File: config.mk
export PLATFORM = sky130hd
export DESIGN_NAME = sc_sum_n
export DESIGN_NICKNAME = d
export VERILOG_FILES = /design/src/rtl/sc_pkg.sv /design/src/rtl/sc_sel_ctr.sv /design/src/rtl/sc_sum_n.sv
export SDC_FILE = /design/constraint.sdc
export NUM_CORES = 1
export LEC_CHECK = 0
export ABC_AREA = 0
export CAP_MARGIN = 20
export CORE_MARGIN = 2
export CORE_UTILIZATION = 40
export DETAILED_ROUTE_END_ITERATION = 10
export PLACE_DENSITY = 0.73
export SYNTH_ARGS = -nofsm -noshare
export SYNTH_HDL_FRONTEND = slang
export SYNTH_HIERARCHICAL = 1
export SYNTH_SLANG_ARGS = --single-unit
File: constraint.sdc
create_clock -name clk -period 1.5 [get_ports clk]
set_input_delay 0.3 -clock clk [delete_from_list [all_inputs] [get_ports clk]]
set_output_delay 0.3 -clock clk [all_outputs]
set_load 0.005 [all_outputs]
File: src/rtl/sc_pkg.sv
// Shared definitions for the stochastic-computing stream blocks.
// Provides the run-state type and sizing helpers used by the
// scaled adders and their select counters.
package sc_pkg;

  // Run state shared by the SC stream blocks.
  typedef enum logic {
    IDLE = 1'b0,
    RUN  = 1'b1
  } sc_state_e;

  // Default configuration of the MAC datapath adders.
  localparam int unsigned SC_N_IN_DEF  = 4;
  localparam int unsigned SC_LEN_W_DEF = 8;

  // Number of output bits in one run for a given log2 length.
  function automatic int unsigned sc_stream_len(input int unsigned len_w);
    return 32'd1 << len_w;
  endfunction

  // Select width for an N-way round robin; never narrower than one bit.
  function automatic int unsigned sc_sel_w(input int unsigned n);
    return (n < 2) ? 1 : $clog2(n);
  endfunction

endpackage

File: src/rtl/sc_sel_ctr.sv
// Modulo-N_IN round-robin select counter with advance enable and
// synchronous clear. Clear has priority over advance.
module sc_sel_ctr
  import sc_pkg::*;
#(
  parameter  int unsigned N_IN  = SC_N_IN_DEF,
  localparam int unsigned SEL_W = sc_sel_w(N_IN)
) (
  input  logic             clk,
  input  logic             rst_n,
  input  logic             clr_i,
  input  logic             adv_i,
  output logic [SEL_W-1:0] sel_o
);

  localparam logic [SEL_W-1:0] SEL_LAST = SEL_W'(N_IN - 1);

  logic [SEL_W-1:0] sel_q;
  logic [SEL_W-1:0] sel_d;

  // Next select: clear, wrap at the last channel, or step by one.
  always_comb begin
    sel_d = sel_q;
    if (clr_i) begin
      sel_d = '0;
    end else if (adv_i) begin
      sel_d = (sel_q == SEL_LAST) ? '0 : sel_q + 1'b1;
    end
  end

  // Select register.
  always_ff @(posedge clk or negedge rst_n) begin
    if (!rst_n) begin
      sel_q <= '0;
    end else begin
      sel_q <= sel_d;
    end
  end

  assign sel_o = sel_q;

endmodule

File: src/rtl/sc_sum_n.sv
// N-input deterministic stochastic-computing scaled adder.
// Each run emits 2^LEN_W bits; the select visits channels 0..N_IN-1 in
// order, so every channel is sampled equally often and the output stream
// encodes the exact mean of the inputs.
// Optional macro SC_SUM_CNT_EN adds the ones_cnt run counter port.
module sc_sum_n
  import sc_pkg::*;
#(
  parameter  int unsigned N_IN  = SC_N_IN_DEF,
  parameter  int unsigned LEN_W = SC_LEN_W_DEF,
  localparam int unsigned SEL_W = sc_sel_w(N_IN)
) (
  input  logic             clk,
  input  logic             rst_n,
  input  logic             start,
  input  logic             en,
  input  logic [N_IN-1:0]  x_sn,
  output logic             q,
  output logic             q_valid,
  output logic             busy,
  output logic             done,
  output logic [SEL_W-1:0] sel_o
`ifdef SC_SUM_CNT_EN
  ,
  output logic [LEN_W:0]   ones_cnt
`endif
);

  localparam logic [LEN_W-1:0] LAST_BIT = '1;

  sc_state_e        state_q, state_d;
  logic [LEN_W-1:0] bit_cnt_q, bit_cnt_d;
  logic             q_q, q_d;
  logic             q_valid_q, q_valid_d;
  logic             done_q, done_d;
  logic             sel_clr;
  logic             sel_adv;
  logic [SEL_W-1:0] sel;
  logic             sample_bit;

  sc_sel_ctr #(
    .N_IN (N_IN)
  ) u_sel_ctr (
    .clk   (clk),
    .rst_n (rst_n),
    .clr_i (sel_clr),
    .adv_i (sel_adv),
    .sel_o (sel)
  );

  assign sample_bit = x_sn[sel];

  // Run control: accept start in IDLE, capture one bit per enabled edge in RUN.
  always_comb begin
    state_d   = state_q;
    bit_cnt_d = bit_cnt_q;
    q_d       = q_q;
    q_valid_d = 1'b0;
    done_d    = 1'b0;
    sel_clr   = 1'b0;
    sel_adv   = 1'b0;
    unique case (state_q)
      IDLE: begin
        sel_clr   = 1'b1;
        bit_cnt_d = '0;
        if (start) begin
          state_d = RUN;
        end
      end
      RUN: begin
        if (en) begin
          q_d       = sample_bit;
          q_valid_d = 1'b1;
          sel_adv   = 1'b1;
          bit_cnt_d = bit_cnt_q + 1'b1;
          if (bit_cnt_q == LAST_BIT) begin
            done_d  = 1'b1;
            state_d = IDLE;
          end
        end
      end
      default: state_d = IDLE;
    endcase
  end

  // State, bit counter and output registers.
  always_ff @(posedge clk or negedge rst_n) begin
    if (!rst_n) begin
      state_q   <= IDLE;
      bit_cnt_q <= '0;
      q_q       <= 1'b0;
      q_valid_q <= 1'b0;
      done_q    <= 1'b0;
    end else begin
      state_q   <= state_d;
      bit_cnt_q <= bit_cnt_d;
      q_q       <= q_d;
      q_valid_q <= q_valid_d;
      done_q    <= done_d;
    end
  end

  assign q       = q_q;
  assign q_valid = q_valid_q;
  assign done    = done_q;
  assign busy    = (state_q == RUN);
  assign sel_o   = sel;

`ifdef SC_SUM_CNT_EN
  logic [LEN_W:0] ones_q, ones_d;

  // Ones counter: cleared when a run is accepted, held after done.
  always_comb begin
    ones_d = ones_q;
    if (state_q == IDLE && start) begin
      ones_d = '0;
    end else if (state_q == RUN && en && sample_bit) begin
      ones_d = ones_q + 1'b1;
    end
  end

  // Ones counter register.
  always_ff @(posedge clk or negedge rst_n) begin
    if (!rst_n) begin
      ones_q <= '0;
    end else begin
      ones_q <= ones_d;
    end
  end

  assign ones_cnt = ones_q;
`endif

endmodule

==> results of run 1 <==
## synthesized netlist by cell type (all sizes together)
cell	number	area share, %
or3b	1	1.3
mux4	1	3.5
mux2	1	1.7
nand4	3	6.2
nand2	3	1.7
buf	1	1.2
nor3	1	0.77
xnor2	1	1.3
dfrtp	14	54
nand3	2	1.5
or3	3	2.9
ha	2	3.8
mux2i	2	3.1
o21ai	3	2.3
a21oi	4	3.7
xor2	3	4.0
nand2b	1	0.96
clkinv	1	0.58
and2	1	0.96
nor2	8	4.6
## worst max-delay path by stage
stage	slack, ps	endpoint	from	cells after the start
final	70	sel_o[0]	u_sel_ctr/sel_o[0]	1
after global routing	20	bit_cnt_q[6]	bit_cnt_q[0]	4
after CTS	50	sel_o[0]	u_sel_ctr/sel_o[0]	1
after detailed placement	-140	bit_cnt_q[7]	en	5
after global placement	-90	bit_cnt_q[7]	en	5
after floorplan	210	q	u_sel_ctr/sel_o[0]	2
## report_power, final
group          switching (mW)  total (mW)  internal, mW
sequential              0.137       0.641         0.504
clock                   0.120       0.267         0.148
combinational           0.188       0.477         0.289
total                   0.445        1.39         0.941
## logic make-up after synthesis
group,count (synthesis),synth area share [%]
xor gates and xnor gates,4,5.39
muxes,4,8.27
DFF,14,53.8
AOI/OAI and AO/OA,7,5.96
buffers and inverters,2,1.73
and+or+nand+nor,23,21.0
adders and majority gates,2,3.85
## cell usage in the layout, fill, tap and decap left out, drive strengths merged
master         instances
nand3                  2
a21oi                  4
dfrtp                 14
ha                     2
mux2                   1
clkdlybuf4s50         13
xor2                   3
clkbuf                 4
buf                    9
or3                    3
clkinv                 1
xnor2                  1
nor3                   1
o21ai                  3
and2                   1
nand2b                 1
or3b                   1
mux4                   1
nand2                  3
nand4                  3
mux2i                  2
nor2                   8
## layout make-up
type / instances / area share, %
Timing Repair Buffer: 22 / 22.0
Sequential cell: 14 / 39.1
Multi-Input combinational cell: 40 / 32.2
Tap cell: 16 / 2.23
Inverter: 1 / 0.418
Clock buffer: 4 / 4.04
## sequential cells by signal, indices dropped and copies added, names as in the netlist
signal and count:
done 1, busy 1, bit_cnt_q 8, u_sel_ctr/sel_o 2, q 1, q_valid 1
## layer usage
metal / GRT usage, % / part of all wire [%] / up-vias
met5: 0 / 0 / -
met4: 10.9 / 1.6 / 0
met3: 2.86 / 2.9 / 2
met2: 26.2 / 51 / 9
met1: 17.7 / 44 / 238
li1: - / - / 251
## metrics by stage
step	utilization, %	area (um2)	hold WS (ps)
2_1_floorplan	-	651	4.41
3_3_place_gp	55.0	838	493
3_5_place_dp	55.0	838	505
4_1_cts	58.9	897	319
5_1_grt	58.9	897	335
6_report	58.9	897	320
==> summary.txt, run 1 <==
FF+latch count, synth - 14
Post-synthesis sequential area ratio - 53.8%
R2R Setup Slk - 140 ps
IO Port Bufs - 13
CTS Buffer Depth - 2
Req. time, crit path - 1200 ps
Critical R2R Capture - q
Worst setup EP type - output port
IO Count - 14
Clock Latency Late Sink - 280 ps
Post-route ant nets - 0
Critical Path AT - 1130 ps
Synth Instances - 56
Synthesized area per cell - 11.6 um2
Slowest cell delay on critical path - 500 ps
Row cnt - 14
Worst clock skew - 1.32 ps
Fin cells - 97
Cts bufs inserted - 3
Clock Pin Slew Worst Setup and Hold Paths - 80 ps
Synth Net Count - 66
Routed vias/inst - 5.15
DRC - 0
Final Routed Wirelength - 1210 um
Hpwl dp - 961 um
VDD IR-drop max - 0.897 mV
CP max FO - 2
Post_cts resized - 0
Die ar. - 1970 um2
Crit-path slowest cell - clkdlybuf4s50_1
Status - finished, final reports clean
Setup Viol. Count Final - 0
Worst slew margin - 80.0%
Overall Power - 1.39 mW
Layout cells sized above 1 - 22.2%
Leak Pwr - 0.389 nW
Tot GR Track Use - 15.6%
Core box area - 1520 um2
CTS H-tree depth - 1
Drt pass-1 iters - 4
Pins over their slew limit - 0
CP delay by family, top - buffers and inverters
Num Clock Sinks - 14
First-pass GRT wire length - 2100 um
DIE WIDTH - 44.3 um
FILL cells - 135
Yosys warnings - 6
Pwr/cell area - 1540 nW/um2
Reg2reg start - u_sel_ctr/sel_o[0]
Worst Max-Slew Pin Slew - 299 ps
Hold Path Class - primary input to asynchronous set/reset pin
R2R depth - 3
Post-CTS setup buffer count - 3
CTS tree - done
DRT iter0 DRCs - 6
P&R area growth vs syn - 37.9%
Syn Std Cell Area - 651 um2
Initial antenna violation count - 0
DR WL/cell - 12.5 um
Root Buffer - clkbuf_4
Kind of critical path - flop to output port
Final Wtd Congestion - 0.770
Hold Vio Cnt, Final - 0
Sum Neg Setup Slack - 0 ps
Max Fclk - 0.699 GHz
Synth cell types - 23
Via count - 500
Worst path bufs/invs - 1
MaxCap Viol Count - 0
Fin nets - 92
Die Y-Extent - 44.3 um
Crit start category - flop
Reg area - 350 um2
Hold_buf cts - 0
Vias in the first global route - 481
Largest net degree at the start of global routing - 15
Final worst slack - 68.6 ps
Fin crit period - 1430 ps
Multi-input gate area - 289 um2
Critical path cell sequence - clkdlybuf4s50_1
RSZ-0062 raised after global routing - no
Initial Utilization - 42.7%
Tcrit/Tclk final - 95.4%
Placed Instances - 90
Ant diodes - 0
Setup WS pre-CTS - -137 ps
GR Overflow Total - 0
Note: power is estimated with default switching activity, not from simulation.
==> run 2, diff against run 1 <==
ABC_CLOCK_PERIOD_IN_PS = 1500   (was unset)
GPL_ROUTABILITY_DRIVEN = 0   (was unset)
==> results of run 2 <==
No change in the layout: final DEF, timing and power equal those of run 1.
==> run 3, diff against run 2 <==
REMOVE_ABC_BUFFERS = 1   (was unset)
==> summary.txt, run 3 (synthesized netlist as in run 1, its figures left out) <==
Overall Power - 1.39 mW
Crit-path slowest cell - clkdlybuf4s50_1
Switching Fraction - 32.1%
Setup Viol. Count Final - 0
Post-route ant nets - 0
Initial Utilization - 42.7%
Clock power share - 19.2%
P&R area growth vs syn - 37.9%
Critical Path AT - 1140 ps
Layout cells sized above 1 - 22.2%
Fin crit period - 1440 ps
Most frequent cells in the layout - 14 x dfrtp_1, 13 x clkdlybuf4s50_1, 9 x buf_4
Row cnt - 14
Worst clock skew - 5.57 ps
Via count - 492
Critical path cell sequence - clkdlybuf4s50_1
DRC - 0
RSZ-0062 raised after global routing - no
CTS Buffer Depth - 2
Max Fclk - 0.695 GHz
Final Routed Wirelength - 1220 um
CTS H-tree depth - 1
Crit start category - flop
DIE WIDTH - 44.3 um
MaxCap Viol Count - 0
Largest net degree at the start of global routing - 15
Ant diodes - 0
Worst Max-Slew Pin Slew - 296 ps
Fin nets - 92
Sw power - 445 uW
Internal Dissipation - 943 uW
Combinational fraction of design power - 34.4%
Slowest cell delay on critical path - 500 ps
Worst setup EP type - output port
VDD IR-drop max - 0.879 mV
CTS tree - done
Drt pass-1 iters - 3
Status - finished, final reports clean
CP delay by family, top - buffers and inverters
Tot GR Track Use - 14.4%
IO Port Bufs - 13
Placed Instances - 90
GR Overflow Total - 0
Initial antenna violation count - 0
Setup WS pre-CTS - -120 ps
CP max FO - 2
Sum Neg Setup Slack - 0 ps
Root Buffer - clkbuf_4
Hold Vio Cnt, Final - 0
Most common cell after layout, fill and taps aside - dfrtp_1
IO Count - 14
Pins over their slew limit - 0
Area after DPL - 838 um2
Cts bufs inserted - 3
Num Clock Sinks - 14
Worst slew margin - 80.1%
Hold_buf cts - 0
First-pass GRT wire length - 2020 um
DR WL/cell - 12.6 um
Post_cts resized - 0
Worst path bufs/invs - 1
Req. time, crit path - 1200 ps
Routed vias/inst - 5.07
Fin cells - 97
Tcrit/Tclk final - 95.9%
Design Area, Final - 897 um2
Clock Latency Late Sink - 280 ps
Pwr/cell area - 1550 nW/um2
Final worst slack - 61.5 ps
Clock Pin Slew Worst Setup and Hold Paths - 90 ps
DRT iter0 DRCs - 3
FILL cells - 131
Sequential power share - 46.4%
Vias in the first global route - 474
Leak Pwr - 0.389 nW
Post-CTS setup buffer count - 3
Kind of critical path - flop to output port
Hold Path Class - primary input to asynchronous set/reset pin
Reg with most FFs - bit_cnt_q
Die Y-Extent - 44.3 um
Max FFs per register - 8
Core box area - 1520 um2
Die ar. - 1970 um2
==> run 3: cell counts in the layout (fill, tap and decap cells not counted) <==
Identical to the previous run, type by type.
==> run 3: final timing paths <==
| kind | startpoint | end | slack (ps) | cells after the start |
|---|---|---|---|---|
| worst max-delay path | busy | busy | 60 | 1 |
| worst min-delay path | rst_n | bit_cnt_q[5] | 320 | 2 |
| worst max register to register | u_sel_ctr/sel_o[0] | q | 160 | 3 |
| worst min register to register | q | q | 530 | 1 |
| max in group asynchronous | rst_n | bit_cnt_q[1] | 1010 | 2 |
| min in group clk | q | q | 530 | 1 |
==> run 3: stage by stage <==
step | utilization [%] | hold slack, ps
floorplan | - | 4.41
global placement | 55.0 | 514
detailed placement | 55.0 | 516
CTS | 58.9 | 321
global route | 58.9 | 319
finish | 58.9 | 320
==> run 3: power by group through the flow <==
stage	sequential, mW	combinational, mW	clock [mW]
floorplan	0.647	0.248	0
global placement	0.669	0.408	0
detailed placement	0.673	0.424	0
CTS	0.647	0.488	0.279
global route	0.664	0.538	0.291
finish	0.644	0.478	0.266
==> run 3: final cells by class <==
class | count | area [um2] | share of cell area [%]
inverters | 1 | 3.75 | 0.418
well taps | 16 | 20.0 | 2.23
multi-input cells | 40 | 289 | 32.2
repair buffers | 22 | 198 | 22.0
flip-flops and latches | 14 | 350 | 39.1
clock buffers | 4 | 36.3 | 4.04
==> run 3: routing by layer <==
metal	up-vias	GRT usage, %	part of all wire [%]
met5	-	0	0
met4	0	5.45	0
met3	0	4.90	3.4
met2	8	23.2	53
met1	236	17.8	43
li1	248	-	-
